`config.mk`:
```
export PLATFORM = sky130hd
export DESIGN_NAME = icache_dm
export DESIGN_NICKNAME = d
export VERILOG_FILES = /design/src/rtl/icache_dm_pkg.sv /design/src/rtl/icache_refill_fsm.sv /design/src/rtl/icache_dm.sv
export SDC_FILE = /design/constraint.sdc
export NUM_CORES = 2
export LEC_CHECK = 0
export CAP_MARGIN = 20
export CELL_PAD_IN_SITES_DETAIL_PLACEMENT = 2
export CELL_PAD_IN_SITES_GLOBAL_PLACEMENT = 2
export CORE_MARGIN = 3
export CORE_UTILIZATION = 54
export CTS_CLUSTER_SIZE = 28
export DETAILED_ROUTE_END_ITERATION = 8
export PLACE_DENSITY_LB_ADDON = 0.15
export SYNTH_ARGS = -nofsm -noshare
export SYNTH_HDL_FRONTEND = slang
export SYNTH_HIERARCHICAL = 1
export SYNTH_SLANG_ARGS = --single-unit
```
`constraint.sdc`:
```
create_clock -name clk -period 12.8 [get_ports clk]
set_clock_uncertainty 0.15 [all_clocks]
set_input_delay 3.84 -clock clk [delete_from_list [all_inputs] [get_ports clk]]
set_output_delay 3.84 -clock clk [all_outputs]
set_load 0.1 [all_outputs]
```
`src/rtl/icache_dm_pkg.sv`:
```
// Shared definitions for the direct-mapped instruction cache.
// Holds the refill FSM state enum, the default cache geometry with its
// derived address-field widths, and a helper that extracts a bit field
// (word select, index or tag) from a byte address.
package icache_dm_pkg;

  localparam int DEF_DATA_WIDTH     = 32;
  localparam int DEF_ADDR_WIDTH     = 32;
  localparam int DEF_NUM_LINES      = 16;
  localparam int DEF_WORDS_PER_LINE = 4;

  // Address split for the default geometry: tag | index | word | byte.
  localparam int OFFSET_BITS = 2;
  localparam int WORD_BITS   = $clog2(DEF_WORDS_PER_LINE);
  localparam int INDEX_BITS  = $clog2(DEF_NUM_LINES);
  localparam int TAG_BITS    = DEF_ADDR_WIDTH - INDEX_BITS - WORD_BITS - OFFSET_BITS;

  typedef enum logic [1:0] {
    ST_IDLE = 2'd0,
    ST_REQ  = 2'd1,
    ST_FILL = 2'd2,
    ST_DONE = 2'd3
  } icache_state_e;

  // Returns addr[lsb +: width], zero-extended. Callers size-cast the
  // result to the field width of their own geometry.
  function automatic logic [63:0] addr_field(input logic [63:0] addr,
                                             input int lsb,
                                             input int width);
    logic [63:0] mask;
    mask = (64'd1 << width) - 64'd1;
    return (addr >> lsb) & mask;
  endfunction

endpackage

```
`src/rtl/icache_refill_fsm.sv`:
```
// Line-refill controller for icache_dm.
// Sequences IDLE -> REQ -> FILL -> DONE, runs the request handshake to the
// word-serial backing memory, counts refill beats and remembers whether an
// invalidate arrived while the refill was in flight (drop flag).
//
// Ports:
//   clk, rst        clock, asynchronous active-high reset
//   start           miss detected in IDLE; latch line_addr and request
//   line_addr       line-aligned byte address of the missing line
//   invalidate      whole-cache invalidate request
//   mem_req_ready   memory accepts the refill request
//   mem_rvalid      refill data beat valid
//   state           current FSM state (also useful for debug)
//   mem_req_valid   registered refill request
//   mem_addr        registered line address of the current/last refill
//   wr_en           write mem_rdata into word wr_word of the target line
//   wr_word         word select of the beat being written
//   fill_done       DONE cycle: the target line's tag is written
//   set_valid       DONE cycle and the refill was not dropped
//
// Handshake: a request transfers on a rising edge where mem_req_valid and
// mem_req_ready are both high; mem_req_valid and mem_addr hold steady until
// then. Each cycle with mem_rvalid high in FILL transfers one data beat.
module icache_refill_fsm
  import icache_dm_pkg::*;
#(
  parameter int ADDR_WIDTH     = DEF_ADDR_WIDTH,
  parameter int WORDS_PER_LINE = DEF_WORDS_PER_LINE
) (
  input  logic                              clk,
  input  logic                              rst,
  input  logic                              start,
  input  logic [ADDR_WIDTH-1:0]             line_addr,
  input  logic                              invalidate,
  input  logic                              mem_req_ready,
  input  logic                              mem_rvalid,
  output icache_state_e                     state,
  output logic                              mem_req_valid,
  output logic [ADDR_WIDTH-1:0]             mem_addr,
  output logic                              wr_en,
  output logic [$clog2(WORDS_PER_LINE)-1:0] wr_word,
  output logic                              fill_done,
  output logic                              set_valid
);

  localparam int BEAT_BITS = $clog2(WORDS_PER_LINE);
  localparam logic [BEAT_BITS-1:0] LAST_BEAT = BEAT_BITS'(WORDS_PER_LINE - 1);

  icache_state_e         state_q;
  logic [BEAT_BITS-1:0]  beat_q;
  logic                  drop_q;
  logic                  req_valid_q;
  logic [ADDR_WIDTH-1:0] refill_addr_q;

  always_ff @(posedge clk or posedge rst) begin
    if (rst) begin
      state_q       <= ST_IDLE;
      beat_q        <= '0;
      drop_q        <= 1'b0;
      req_valid_q   <= 1'b0;
      refill_addr_q <= '0;
    end else begin
      case (state_q)
        ST_IDLE: begin
          drop_q <= 1'b0;
          if (start) begin
            refill_addr_q <= line_addr;
            req_valid_q   <= 1'b1;
            state_q       <= ST_REQ;
          end
        end
        ST_REQ: begin
          if (invalidate) drop_q <= 1'b1;
          if (mem_req_ready) begin
            req_valid_q <= 1'b0;
            beat_q      <= '0;
            state_q     <= ST_FILL;
          end
        end
        ST_FILL: begin
          if (invalidate) drop_q <= 1'b1;
          if (mem_rvalid) begin
            // Counter wraps to 0 on the last beat by construction.
            beat_q <= beat_q + BEAT_BITS'(1);
            if (beat_q == LAST_BEAT) state_q <= ST_DONE;
          end
        end
        ST_DONE: begin
          if (invalidate) drop_q <= 1'b1;
          state_q <= ST_IDLE;
        end
        default: state_q <= ST_IDLE;
      endcase
    end
  end

  assign state         = state_q;
  assign mem_req_valid = req_valid_q;
  assign mem_addr      = refill_addr_q;
  assign wr_en         = (state_q == ST_FILL) & mem_rvalid;
  assign wr_word       = beat_q;
  assign fill_done     = (state_q == ST_DONE);
  // An invalidate landing in the DONE cycle itself also suppresses valid.
  assign set_valid     = (state_q == ST_DONE) & ~drop_q & ~invalidate;

endmodule

```
`src/rtl/icache_dm.sv`:
```
// Direct-mapped, read-only instruction cache in front of the fetch stage.
// Hits return the selected word combinationally; a miss raises stall and
// refills the whole line from a word-serial backing memory, after which the
// lookup re-evaluates and hits. invalidate clears every valid bit.
//
// Ports:
//   clk, rst         clock, asynchronous active-high reset
//   pc_i             fetch byte address (bits [1:0] ignored)
//   fetch_en_i       lookup request
//   instr_o          instruction word; 0 unless hitting
//   stall_o          miss or refill in progress; fetch holds pc_i
//   invalidate_i     clear all valid bits
//   mem_req_valid_o  refill request, held until mem_req_ready_i
//   mem_req_ready_i  memory accepts request
//   mem_addr_o       line-aligned refill byte address
//   mem_rvalid_i     refill beat valid
//   mem_rdata_i      refill data, ascending word order
module icache_dm
  import icache_dm_pkg::*;
#(
  parameter int DATA_WIDTH     = DEF_DATA_WIDTH,
  parameter int ADDR_WIDTH     = DEF_ADDR_WIDTH,
  parameter int NUM_LINES      = DEF_NUM_LINES,
  parameter int WORDS_PER_LINE = DEF_WORDS_PER_LINE
) (
  input  logic                  clk,
  input  logic                  rst,
  input  logic [ADDR_WIDTH-1:0] pc_i,
  input  logic                  fetch_en_i,
  output logic [DATA_WIDTH-1:0] instr_o,
  output logic                  stall_o,
  input  logic                  invalidate_i,
  output logic                  mem_req_valid_o,
  input  logic                  mem_req_ready_i,
  output logic [ADDR_WIDTH-1:0] mem_addr_o,
  input  logic                  mem_rvalid_i,
  input  logic [DATA_WIDTH-1:0] mem_rdata_i
);

  localparam int WSEL_BITS = $clog2(WORDS_PER_LINE);
  localparam int IDX_BITS  = $clog2(NUM_LINES);
  localparam int WSEL_LSB  = OFFSET_BITS;
  localparam int IDX_LSB   = WSEL_LSB + WSEL_BITS;
  localparam int TG_LSB    = IDX_LSB + IDX_BITS;
  localparam int TG_BITS   = ADDR_WIDTH - TG_LSB;
  localparam logic [ADDR_WIDTH-1:0] LINE_MASK =
    ~ADDR_WIDTH'((64'd1 << IDX_LSB) - 64'd1);

  // Storage: only the valid bits are reset; tag and data are qualified by valid.
  logic [NUM_LINES-1:0]  valid_q;
  logic [TG_BITS-1:0]    tag_q  [NUM_LINES];
  logic [DATA_WIDTH-1:0] data_q [NUM_LINES][WORDS_PER_LINE];

  logic [WSEL_BITS-1:0]  pc_word;
  logic [IDX_BITS-1:0]   pc_index;
  logic [TG_BITS-1:0]    pc_tag;
  logic [IDX_BITS-1:0]   fill_index;
  logic [TG_BITS-1:0]    fill_tag;

  icache_state_e         state;
  logic                  hit;
  logic                  miss_start;
  logic                  wr_en;
  logic [WSEL_BITS-1:0]  wr_word;
  logic                  fill_done;
  logic                  set_valid;

  assign pc_word    = WSEL_BITS'(addr_field(64'(pc_i), WSEL_LSB, WSEL_BITS));
  assign pc_index   = IDX_BITS'(addr_field(64'(pc_i), IDX_LSB, IDX_BITS));
  assign pc_tag     = TG_BITS'(addr_field(64'(pc_i), TG_LSB, TG_BITS));
  // The refill target is always taken from the latched request address so
  // a redirect of pc_i mid-refill cannot retarget the fill.
  assign fill_index = IDX_BITS'(addr_field(64'(mem_addr_o), IDX_LSB, IDX_BITS));
  assign fill_tag   = TG_BITS'(addr_field(64'(mem_addr_o), TG_LSB, TG_BITS));

  assign hit        = fetch_en_i & valid_q[pc_index] & (tag_q[pc_index] == pc_tag)
                    & (state == ST_IDLE);
  assign miss_start = fetch_en_i & ~hit & (state == ST_IDLE);
  assign stall_o    = (fetch_en_i & ~hit) | (state != ST_IDLE);
  assign instr_o    = hit ? data_q[pc_index][pc_word] : '0;

  icache_refill_fsm #(
    .ADDR_WIDTH     (ADDR_WIDTH),
    .WORDS_PER_LINE (WORDS_PER_LINE)
  ) u_refill (
    .clk           (clk),
    .rst           (rst),
    .start         (miss_start),
    .line_addr     (pc_i & LINE_MASK),
    .invalidate    (invalidate_i),
    .mem_req_ready (mem_req_ready_i),
    .mem_rvalid    (mem_rvalid_i),
    .state         (state),
    .mem_req_valid (mem_req_valid_o),
    .mem_addr      (mem_addr_o),
    .wr_en         (wr_en),
    .wr_word       (wr_word),
    .fill_done     (fill_done),
    .set_valid     (set_valid)
  );

  // Target line is invalidated when the refill starts so a partially
  // written line can never hit.
  always_ff @(posedge clk or posedge rst) begin
    if (rst) begin
      valid_q <= '0;
    end else if (invalidate_i) begin
      valid_q <= '0;
    end else begin
      if (miss_start) valid_q[pc_index]   <= 1'b0;
      if (set_valid)  valid_q[fill_index] <= 1'b1;
    end
  end

  always_ff @(posedge clk) begin
    if (wr_en)     data_q[fill_index][wr_word] <= mem_rdata_i;
    if (fill_done) tag_q[fill_index]           <= fill_tag;
  end

endmodule

```
==> impl_metrics.tcl, run 1 <==
set metrics [dict create \
    port_buffers 133 \
    rows 153 \
    place_hpwl_mm 197 \
    error "[ERROR DPL-0033] detailed placement checks failed during check placement." \
    ys_seq_area_frac 0.777 \
    synth-edff-count 2432 \
    synth_top_area_share 0.763 \
    synth_area_leader_cell "edfxtp_1" \
    syn_area_sq_um 95800 \
    die_width_um 427 \
    die_y_um 427 \
    synth_seq_cells 2486 \
    yosysWarnings 6 \
    synth_commonest_cells "edfxtp_1, mux4_2, nor2_1" \
    postSynth.asyncResetShare 0.0217 \
    synth_most_common_cell "edfxtp_1" \
    avgSynthCellArea_sq_um 24.6 \
    start_util 0.547 \
    flow.stopped_at "3_5_place_dp" \
    synth_ff_type "edfxtp_1" \
    synth_area_leaders "edfxtp_1, mux4_2, dfrtp_1" \
    synth_cell_types 60 \
    netlist_instances 3897 \
    status "aborted with a tool error" \
    io_pins 136 \
    place_congestion 0.745 \
]
[per-stage QoR]
stage / worst slack [ns] / hold slack (ns) / cell area, sq um / instances
after floorplan: 1.05 / 0.293 / 95800 / 3900
after global placement: 1.02 / 0.310 / 101000 / 6279
[logic make-up after synthesis]
group           synth area share
compound gates           0.00625
xor+xnor                 0.00338
fa+ha+maj               0.000915
buf+inv                   0.0111
flops                      0.777
mux                        0.190
other cells            0.0000392
simple gates              0.0120
==> run 2: changes to the inputs <==
Settings changed: CELL_PAD_IN_SITES_DETAIL_PLACEMENT 2 to unset, CELL_PAD_IN_SITES_GLOBAL_PLACEMENT 2 to unset, CORE_UTILIZATION 54 to 39, CTS_CLUSTER_SIZE 28 to unset.
==> run 2 against run 1 <==
  * The flow now finishes without violations
  * Area after synthesis unchanged
  * Synthesized cell count unchanged
==> impl_metrics.tcl, run 2 <==
set metrics [dict create \
    cts_tree "done" \
    p_leak_nw 34.4 \
    layout-drive-gt1-share 0.328 \
    crit_path_end_kind "output pin" \
    largest-register "data_q" \
    place_congestion 0.728 \
    hp-class "reg2reg" \
    ys_seq_area_frac 0.777 \
    vias_per_cell 5.75 \
    coreArea_sq_um 244000 \
    critPathMaxStageDelay_ns 0.62 \
    port_buffers 133 \
    status "completed" \
    worstPathRequired_ns 8.81 \
    grt_pass1_vias 45447 \
    synth_ff_type "edfxtp_1" \
    syn_to_final_growth_pct 15.8 \
    cp.arrival_ns 7.93 \
    critPathBufInv 3 \
    numCtsBuffers 286 \
    power_w 0.0189 \
    mostFrequentLayoutCell "edfxtp_1" \
    synth_area_leader_cell "edfxtp_1" \
    die_area_sq_um 252000 \
    fin_crit_ns 11.92 \
    grt_pass1_wl_mm 363 \
    finalCritPeriodShare 0.931 \
    synth_cell_types 60 \
    layout_common_cells "edfxtp_1, mux4_2, clkbuf_16" \
    syn_area_sq_um 95800 \
    drcViolationCount 0 \
    drt_iter0_markers 4756 \
    clock-sinks 2486 \
    yosysWarnings 6 \
    clockRootBuffer "clkbuf_16" \
    synth_area_leaders "edfxtp_1, mux4_2, dfrtp_1" \
    cts_hold_buf 0 \
    critPathMaxFanout 47 \
    ant_nets 0 \
    post_cts_buffers 0 \
    drv_cap 0 \
    postSynth.asyncResetShare 0.0217 \
    rsz0062_at_grt "false" \
    synth_seq_cells 2486 \
    clkSlewWorstSetupHoldPaths_ns 0.05 \
    fmax_mhz 83.9 \
    synth_commonest_cells "edfxtp_1, mux4_2, nor2_1" \
    place_hpwl_mm 133 \
    start_util 0.393 \
    worst_ir_drop_vdd_mv 0.174 \
    wl_per_cell_um 33.9 \
    fin_nets 4339 \
    synth_top_area_share 0.763 \
    cts_resized 0 \
    hold_viol 0 \
    worst_slew_pin_slew_ns 1.18 \
    die_width_um 502 \
    antenna_found_initial 31 \
    synth-edff-count 2432 \
    power.density_nw_per_um2 170 \
    clock_latency_ns 0.94 \
    worstSetupPathType "in2out" \
    avgSynthCellArea_sq_um 24.6 \
    slew_headroom 0.214 \
    io_pins 136 \
    rows 181 \
    critPathTopFamily "simple AND/OR/NAND/NOR gates" \
    wl_mm 260 \
    synth_most_common_cell "edfxtp_1" \
    grt_start_max_net_pins 109 \
    timing.final.max_slew_violations 0 \
    die_y_um 502 \
    num_vias 44063 \
    dr.pass1.iters 5 \
    largest_register_ffs 2048 \
    clk_path_buf_depth 4 \
    grt.overflow.total 0 \
    netlist_instances 3897 \
    setup_tns_ns 0 \
    htreeDepth 5 \
    setup_viol 0 \
    grt.total_usage 0.207 \
    slowest_stage "mux4_1" \
    cp_cell_sequence "buf_8 > buf_4 > mux4_1 > o22ai_1 > mux2_2 > o311a_1 > o221ai_1 > or4_1 > or2_4 > nor2b_1 > buf_12" \
    cp-start-kind "input pin" \
]
## run 2: cell counts after synthesis
No cell type changed its count.
## run 2: stage by stage
stage	hold WS, ns	utilization	setup WS [ns]	area (sq um)	instances
detailed placement	0.315	0.418	0.779	102000	7157
global route	0.390	0.455	0.710	111000	7665
floorplan	0.293	-	1.05	95800	3900
finish	0.332	0.455	0.878	111000	7666
CTS	0.330	0.454	0.774	111000	7645
global placement	0.315	0.418	0.820	102000	7157
## run 2: final cells by class
type,instances,area (sq um)
antenna,2,5.00
clock buffer,368,7670
clock inverter,120,907
fill,20250,133000
inverter,11,41.3
multi-input combinational,1200,20900
sequential,2486,74400
tap,3202,4010
timing repair buffer,277,2970
## run 2: metal layers
layer	wire length, um	vias to the layer above	track usage
met5	35	-	0
met4	6160	6	0.0508
met3	17500	374	0.0396
met2	124000	1583	0.327
met1	112000	24472	0.298
li1	-	17628	-
## run 2: worst reg2reg max path: stages, from the launching register on
cell      delay (ns)
edfxtp_1        0.35
mux4_2          0.48
mux4_2          0.49
xor2_1          0.20
nor4_2          0.39
nand4_2         0.28
or2_4           0.43
and2_1          0.27
nand2_2         0.33
buf_4           0.44
mux2_2          0.42
## run 2: worst paths after layout
kind	startpoint	to	slack [ns]	cells past startpoint
worst max-delay path	pc_i[4]	instr_o[28]	0.88	11
worst min-delay path	u_refill/drop_q	u_refill/drop_q	0.33	2
worst max register to register	tag_q[15][20]	u_refill/mem_addr[19]	8.40	10
worst min register to register	u_refill/drop_q	u_refill/drop_q	0.33	2
max in group asynchronous	rst	u_refill/mem_addr[19]	8.45	3
min in group asynchronous	rst	u_refill/mem_addr[2]	3.26	2
## run 2: cells by family (layout without fill, tap and decap cells)
logic type      Yosys count  in the layout  synth area share
buf+inv                 214            776            0.0111
other cells               1              6         0.0000392
mux                     840            840             0.190
fa+ha+maj                 7              7          0.000915
xor+xnor                 37             37           0.00338
compound gates           79             79           0.00625
flops                  2486           2486             0.777
simple gates            233            233            0.0120
## run 2: report_power, final
group          internal [W]  switching [W]  leakage [nW]
sequential          0.00933       0.000240          22.6
clock               0.00445        0.00315          4.21
combinational      0.000551        0.00116          7.63
total                0.0143        0.00455          34.4
(Power assumes the default switching activity.)
